===== src/rtl/memory_bus_bram_slave_if.sv =====
// MemoryBus request/response channel between ray-memory masters and a memory slave.
// Masters drive ms* (plus smTaken); the slave drives msTaken and sm*.
interface memory_bus_bram_slave_if #(
    parameter int ADDRESS_WIDTH = 32,
    parameter int DATA_WIDTH    = 24,
    parameter int ID_WIDTH      = 4
);
    logic                     msValid;
    logic                     msWrite;
    logic [ID_WIDTH-1:0]      msID;
    logic [ADDRESS_WIDTH-1:0] msAddress;
    logic [DATA_WIDTH-1:0]    msData;
    logic                     msTaken;
    logic                     smValid;
    logic [ID_WIDTH-1:0]      smID;
    logic [DATA_WIDTH-1:0]    smData;
    logic                     smTaken;

    modport master (
        output msValid, msWrite, msID, msAddress, msData, smTaken,
        input  msTaken, smValid, smID, smData
    );

    modport slave (
        input  msValid, msWrite, msID, msAddress, msData, smTaken,
        output msTaken, smValid, smID, smData
    );
endinterface


===== src/rtl/memory_bus_bram_slave.sv =====
// MemoryBus slave in front of a single-port synchronous BRAM with a credit-protected response FIFO.
// Optional request counters (readCount/writeCount) are built when MEMORY_BUS_BRAM_STATS_EN is defined.
module memory_bus_bram_slave #(
    parameter int                     DATA_WIDTH         = 24,
    parameter int                     ADDRESS_WIDTH      = 32,
    parameter logic [ADDRESS_WIDTH-1:0] BASE_ADDRESS     = '0,
    parameter int unsigned            DEPTH_WORDS        = 4096,
    parameter int                     BRAM_ADDRESS_WIDTH = 12,
    parameter int                     READ_LATENCY       = 1,
    parameter int                     RESPONSE_DEPTH     = 4,
    parameter int                     ID_WIDTH           = 4
) (
    input  logic                          clock,
    input  logic                          reset,
    memory_bus_bram_slave_if.slave        bus,
    output logic [BRAM_ADDRESS_WIDTH-1:0] bramAddress,
    output logic [DATA_WIDTH-1:0]         bramWriteData,
    output logic                          bramWriteEnable,
    input  logic [DATA_WIDTH-1:0]         bramReadData
`ifdef MEMORY_BUS_BRAM_STATS_EN
    ,
    output logic [31:0]                   readCount,
    output logic [31:0]                   writeCount
`endif
);
    localparam int PTR_W = $clog2(RESPONSE_DEPTH);
    localparam int CNT_W = PTR_W + 1;
    localparam int OCC_W = $clog2(RESPONSE_DEPTH + READ_LATENCY + 1) + 1;

    logic [ADDRESS_WIDTH-1:0] offset;
    logic                     in_range;
    logic [OCC_W-1:0]         inflight;
    logic [OCC_W-1:0]         occupancy;
    logic                     credit_ok;
    logic                     accept_read;
    logic                     accept_write;
    logic                     push;
    logic                     pop;

    logic [READ_LATENCY:0]    tag_valid;
    logic [ID_WIDTH-1:0]      tag_id [READ_LATENCY+1];

    logic [ID_WIDTH-1:0]      fifo_id   [RESPONSE_DEPTH];
    logic [DATA_WIDTH-1:0]    fifo_data [RESPONSE_DEPTH];
    logic [PTR_W-1:0]         rd_ptr;
    logic [PTR_W-1:0]         wr_ptr;
    logic [CNT_W-1:0]         fifo_count;

    // Unsigned subtraction makes addresses below the base wrap high and fall out of range.
    assign offset   = bus.msAddress - BASE_ADDRESS;
    assign in_range = offset < ADDRESS_WIDTH'(DEPTH_WORDS);

    always_comb begin
        inflight = '0;
        for (int i = 0; i <= READ_LATENCY; i++) begin
            inflight = inflight + OCC_W'(tag_valid[i]);
        end
    end

    // A pop this cycle frees its slot for a read accepted in the same cycle.
    assign pop       = (fifo_count != '0) && bus.smTaken;
    assign occupancy = OCC_W'(fifo_count) + inflight - OCC_W'(pop);
    assign credit_ok = occupancy < OCC_W'(RESPONSE_DEPTH);

    assign bus.msTaken  = reset && bus.msValid && in_range && (bus.msWrite || credit_ok);
    assign accept_read  = bus.msTaken && !bus.msWrite;
    assign accept_write = bus.msTaken && bus.msWrite;
    assign push         = tag_valid[READ_LATENCY];

    // NOTE: sequential state uses non-blocking assignments so every flop samples pre-edge values.
    always_ff @(posedge clock or negedge reset) begin
        if (!reset) begin
            bramAddress     <= '0;
            bramWriteData   <= '0;
            bramWriteEnable <= 1'b0;
        end else begin
            bramWriteEnable <= accept_write;
            if (bus.msTaken) begin
                bramAddress <= offset[BRAM_ADDRESS_WIDTH-1:0];
            end
            if (accept_write) begin
                bramWriteData <= bus.msData;
            end
        end
    end

    // Tag pipe: stage READ_LATENCY lines up with bramReadData for the same read.
    always_ff @(posedge clock or negedge reset) begin
        if (!reset) begin
            tag_valid <= '0;
            for (int i = 0; i <= READ_LATENCY; i++) begin
                tag_id[i] <= '0;
            end
        end else begin
            tag_valid <= {tag_valid[READ_LATENCY-1:0], accept_read};
            tag_id[0] <= bus.msID;
            for (int i = 1; i <= READ_LATENCY; i++) begin
                tag_id[i] <= tag_id[i-1];
            end
        end
    end

    // NOTE: FIFO storage is not reset; the count and output gating make stale entries invisible.
    always_ff @(posedge clock) begin
        if (push) begin
            fifo_id[wr_ptr]   <= tag_id[READ_LATENCY];
            fifo_data[wr_ptr] <= bramReadData;
        end
    end

    always_ff @(posedge clock or negedge reset) begin
        if (!reset) begin
            rd_ptr     <= '0;
            wr_ptr     <= '0;
            fifo_count <= '0;
        end else begin
            if (push) begin
                wr_ptr <= wr_ptr + PTR_W'(1);
            end
            if (pop) begin
                rd_ptr <= rd_ptr + PTR_W'(1);
            end
            case ({push, pop})
                2'b10:   fifo_count <= fifo_count + CNT_W'(1);
                2'b01:   fifo_count <= fifo_count - CNT_W'(1);
                default: fifo_count <= fifo_count;
            endcase
        end
    end

    assign bus.smValid = fifo_count != '0;
    assign bus.smID    = bus.smValid ? fifo_id[rd_ptr]   : '0;
    assign bus.smData  = bus.smValid ? fifo_data[rd_ptr] : '0;

`ifdef MEMORY_BUS_BRAM_STATS_EN
    always_ff @(posedge clock or negedge reset) begin
        if (!reset) begin
            readCount  <= '0;
            writeCount <= '0;
        end else begin
            if (accept_read) begin
                readCount <= readCount + 32'd1;
            end
            if (accept_write) begin
                writeCount <= writeCount + 32'd1;
            end
        end
    end
`endif

endmodule


===== src/flat_wrapper.sv =====
// flat-port wrapper written by rule: the top's interface ports become plain ports
module memory_bus_bram_slave_flat 
#(
    parameter int                     DATA_WIDTH         = 24,
    parameter int                     ADDRESS_WIDTH      = 32,
    parameter logic [ADDRESS_WIDTH-1:0] BASE_ADDRESS     = '0,
    parameter int unsigned            DEPTH_WORDS        = 4096,
    parameter int                     BRAM_ADDRESS_WIDTH = 12,
    parameter int                     READ_LATENCY       = 1,
    parameter int                     RESPONSE_DEPTH     = 4,
    parameter int                     ID_WIDTH           = 4
)
  (clock, reset, bramAddress, bramWriteData, bramWriteEnable, bramReadData, bus_msValid, bus_msWrite, bus_msID, bus_msAddress, bus_msData, bus_smTaken, bus_msTaken, bus_smValid, bus_smID, bus_smData);
  memory_bus_bram_slave_if #(.ADDRESS_WIDTH(ADDRESS_WIDTH), .DATA_WIDTH(DATA_WIDTH), .ID_WIDTH(ID_WIDTH)) bus_i ();
  input  logic clock;
  input  logic reset;
  output logic [BRAM_ADDRESS_WIDTH-1:0] bramAddress;
  output logic [DATA_WIDTH-1:0] bramWriteData;
  output logic bramWriteEnable;
  input  logic [DATA_WIDTH-1:0] bramReadData;
  input wire logic [$bits(bus_i.msValid)-1:0] bus_msValid;
  input wire logic [$bits(bus_i.msWrite)-1:0] bus_msWrite;
  input wire logic [$bits(bus_i.msID)-1:0] bus_msID;
  input wire logic [$bits(bus_i.msAddress)-1:0] bus_msAddress;
  input wire logic [$bits(bus_i.msData)-1:0] bus_msData;
  input wire logic [$bits(bus_i.smTaken)-1:0] bus_smTaken;
  output wire logic [$bits(bus_i.msTaken)-1:0] bus_msTaken;
  output wire logic [$bits(bus_i.smValid)-1:0] bus_smValid;
  output wire logic [$bits(bus_i.smID)-1:0] bus_smID;
  output wire logic [$bits(bus_i.smData)-1:0] bus_smData;
  assign bus_i.msValid = bus_msValid;
  assign bus_i.msWrite = bus_msWrite;
  assign bus_i.msID = bus_msID;
  assign bus_i.msAddress = bus_msAddress;
  assign bus_i.msData = bus_msData;
  assign bus_i.smTaken = bus_smTaken;
  assign bus_msTaken = bus_i.msTaken;
  assign bus_smValid = bus_i.smValid;
  assign bus_smID = bus_i.smID;
  assign bus_smData = bus_i.smData;
  memory_bus_bram_slave #(.DATA_WIDTH(DATA_WIDTH), .ADDRESS_WIDTH(ADDRESS_WIDTH), .BASE_ADDRESS(BASE_ADDRESS), .DEPTH_WORDS(DEPTH_WORDS), .BRAM_ADDRESS_WIDTH(BRAM_ADDRESS_WIDTH), .READ_LATENCY(READ_LATENCY), .RESPONSE_DEPTH(RESPONSE_DEPTH), .ID_WIDTH(ID_WIDTH)) u_core (.clock(clock), .reset(reset), .bus(bus_i), .bramAddress(bramAddress), .bramWriteData(bramWriteData), .bramWriteEnable(bramWriteEnable), .bramReadData(bramReadData));
endmodule

===== config.mk =====
export PLATFORM = sky130hd
export DESIGN_NAME = memory_bus_bram_slave_flat
export DESIGN_NICKNAME = d
export VERILOG_FILES = /design/src/rtl/memory_bus_bram_slave_if.sv /design/src/rtl/memory_bus_bram_slave.sv /design/src/flat_wrapper.sv
export SDC_FILE = /design/constraint.sdc
export NUM_CORES = 1
export LEC_CHECK = 0
export ABC_CLOCK_PERIOD_IN_PS = 8900
export CORE_MARGIN = 1
export CORE_UTILIZATION = 45
export CTS_BUF_LIST = sky130_fd_sc_hd__clkbuf_16
export CTS_CLUSTER_SIZE = 12
export DETAILED_ROUTE_END_ITERATION = 8
export HOLD_SLACK_MARGIN = 0.1
export PLACE_DENSITY = 0.86
export SETUP_SLACK_MARGIN = 0.2
export SLEW_MARGIN = 20
export SYNTH_ARGS = -nofsm -noshare
export SYNTH_HDL_FRONTEND = slang
export SYNTH_SLANG_ARGS = --single-unit

===== constraint.sdc =====
create_clock -name clock -period 8.9 [get_ports clock]
set_input_delay 1.78 -clock clock [delete_from_list [all_inputs] [get_ports clock]]
set_output_delay 1.78 -clock clock [all_outputs]
set_load 0.05 [all_outputs]

==> metrics.cfg <==
[setup_path]
regToRegSetupSlack_ns=5.13
max_stage_delay_ns=0.84
timing_worst_setup_path_type=primary input to output port
crit_fanout=13
rr_worst_depth=10
crit_slowest_cell=clkdlybuf4s50_1
cp_cell_sequence=clkdlybuf4s50_1 > and2_1 > ha_1 > inv_1 > ha_1 > and3b_1 > or4_4 > a311oi_4 > buf_4 > clkdlybuf4s50_1
crit_path_end_kind=output port
cp-start-kind=primary input
reg2reg_from=u_core.fifo_count[0]
required_ns=7.12
crit_arrival_ns=5.06
reg2reg_to=u_core.bramAddress[0]

[sta]
fin_ws_ns=2.055
period_minus_slack_ns=6.845
rsz0062_at_grt=no
slew-limit-headroom_pct=32.39
hold_viol=0
finalCritPeriodShare_pct=76.91
tightest_slew_ns=1.014
setup_viol=0
fin_setup_tns_ns=0
drv_slew=0
hold-worst-slack_ns=0.3471
fin_skew_ns=0.007840
fmax_ghz=0.1461

[finish]
areaGrowthSynthToFinish_pct=37.24
drive_gt1_share_pct=20.63
final_cell_mix=154 x clkdlybuf4s50_1, 112 x edfxtp_1, 53 x dfrtp_1, 33 x and2_1, 28 x mux4_2
nNetsFinal=596
nFillCells=974
antenna_cells=0
post-route-util_pct=63.67
final_common_cell=clkdlybuf4s50_1

[global_route]
grt_pass1_vias=3907
antenna_found_initial=0
grt_max_degree=56
track_usage_pct=18.54
grt-ovfl-total=0
grt_pass1_wl_um=19870

[clock_network]
cts_made_buffers=17
post_cts_buffers=0
cts_tree=done
clkSlewWorstSetupHoldPaths_ns=0.06
htree_levels=4
clock_path_buffers=2
cts.repair.resized=0
clock_latency_ns=0.42
cts_num_sinks=166
root_buffer=clkbuf_16
cts_hold_buf=0

[detailed_routing]
routed_via_density=5.103
vias=3516
drtIter0Drc=174
wl_um=12550
drc_errors=0
wl_per_cell_um=18.22
detail-route-antenna-nets=0
first_pass_iters=4

[worst_hold_path]
min_path_type=flop to flop
hold_start=u_core.tag_id[4]
hold_end=u_core.tag_id[0]
hold_depth=0

[yosys]
yosysWarnings=0
ys_async_sr_fraction_pct=32.53
synth_area_per_cell_um2=19.83
synth_fp_nets=426
yosys_register_bits=166
synthFlopType=edfxtp_1
syn_area_mm2=0.006465
yosysSeqAreaShare_pct=72.92
netlist_instances=326
ys_types=29
synth-edff-count=112

[floorplanning]
die_area_mm2=0.01485
initial_core_util_pct=46.39
die_h_um=121.9
row_count=43
fp.dieW_um=121.9
coreArea_mm2=0.01393
io_pins=156

[placed_design]
dpl.hpwl_um=8249
numPortBuffers=155
gp_congestion=0.7529
pre_cts_ws_ns=2.035

[pwr]
p_leak_nw=3.326
vdd_ir_drop_max_uv=125.9
finalPower_w=0.002466
powerDensity_mw_per_mm2=278.0

[run]
max_cap_violations=0

[status]
outcome=finished, final reports clean

==> metrics by stage <==
| stage | instances | cell area [um2] |
|---|---|---|
| 2_1_floorplan | 326 | 6465 |
| 3_3_place_gp | 656 | 8234 |
| 3_5_place_dp | 656 | 8234 |
| 4_1_cts | 688 | 8845 |
| 5_1_grt | 689 | 8872 |
| 6_report | 689 | 8872 |
==> logic make-up after synthesis <==
logic type	after synthesis	share of synthesized area (%)
AND/OR/NAND/NOR	48	4.723
AO/OA/AOI/OAI	4	0.7355
adder cells (fa/ha/maj)	11	2.245
buffers and inverters	25	1.722
XOR/XNOR	7	0.9483
flip-flops	166	72.92
multiplexers	65	16.70
==> layer usage <==
| layer | vias up | share of wire, % | global-route usage (%) |
|---|---|---|---|
| met3 | 19 | 7.5 | 6.320 |
| li1 | 1584 | - | - |
| met1 | 1767 | 40 | 20.57 |
| met2 | 146 | 51 | 32.10 |
| met5 | - | 0 | 0 |
| met4 | 0 | 1.7 | 8.333 |
==> how the worst max path moves through the flow <==
stage                 from           to  slack [ns]  cells past startpoint
3_5_place_dp   bus_smTaken  bus_msTaken        2.03                     10
2_1_floorplan  bus_smTaken  bus_msTaken        3.43                      8
6_report       bus_smTaken  bus_msTaken        2.06                     10
3_3_place_gp   bus_smTaken  bus_msTaken        2.03                     10
5_1_grt        bus_smTaken  bus_msTaken        1.92                     10
4_1_cts        bus_smTaken  bus_msTaken        2.01                     10
==> power breakdown <==
part	switching [W]	total (W)	leakage, nW	internal (W)
clock network	0.000287	0.000753	0.299	0.000466
registers	0.0000482	0.000888	1.73	0.000840
logic	0.000471	0.000825	1.30	0.000355
==> final cells by class <==
| class | count | area [um2] | share of cell area, % |
|---|---|---|---|
| Multi-Input combinational cell | 135 | 1645 | 18.54 |
| Sequential cell | 166 | 4716 | 53.15 |
| Tap cell | 180 | 225.2 | 2.538 |
| Clock inverter | 15 | 185.2 | 2.087 |
| Clock buffer | 17 | 425.4 | 4.795 |
| Timing Repair Buffer | 163 | 1627 | 18.33 |
| Inverter | 13 | 48.80 | 0.5500 |
==> sequential cells by signal, indices dropped and copies added, names as in the netlist <==
| register | flops |
|---|---|
| u_core.bramAddress | 12 |
| u_core.bramWriteData | 24 |
| u_core.bramWriteEnable | 1 |
| u_core.fifo_count | 3 |
| u_core.fifo_data | 96 |
| u_core.fifo_id | 16 |
| u_core.rd_ptr | 2 |
| u_core.tag_id | 8 |
| u_core.tag_valid | 2 |
| u_core.wr_ptr | 2 |
==> cells in the mapped netlist (4+ instances only) <==
| library cell | n | area, um2 |
|---|---|---|
| buf_2 | 5 | 25.02 |
| clkbuf_1 | 6 | 22.52 |
| ha_1 | 10 | 125.1 |
| mux4_2 | 28 | 630.6 |
| inv_1 | 13 | 48.80 |
| dfrtp_1 | 54 | 1351 |
| mux2_4 | 9 | 135.1 |
| mux2_2 | 25 | 281.5 |
| edfxtp_1 | 112 | 3363 |
| xnor2_1 | 4 | 35.03 |
| and2_1 | 33 | 206.5 |
==> critical path, delay by kind of cell <==
family	cells	cell delay [ns]
AOI/OAI and AO/OA	1	0.31
buffers and inverters	4	1.62
and+or+nand+nor	3	0.92
adders and majority gates	2	0.43
(Power assumes the default switching activity.)
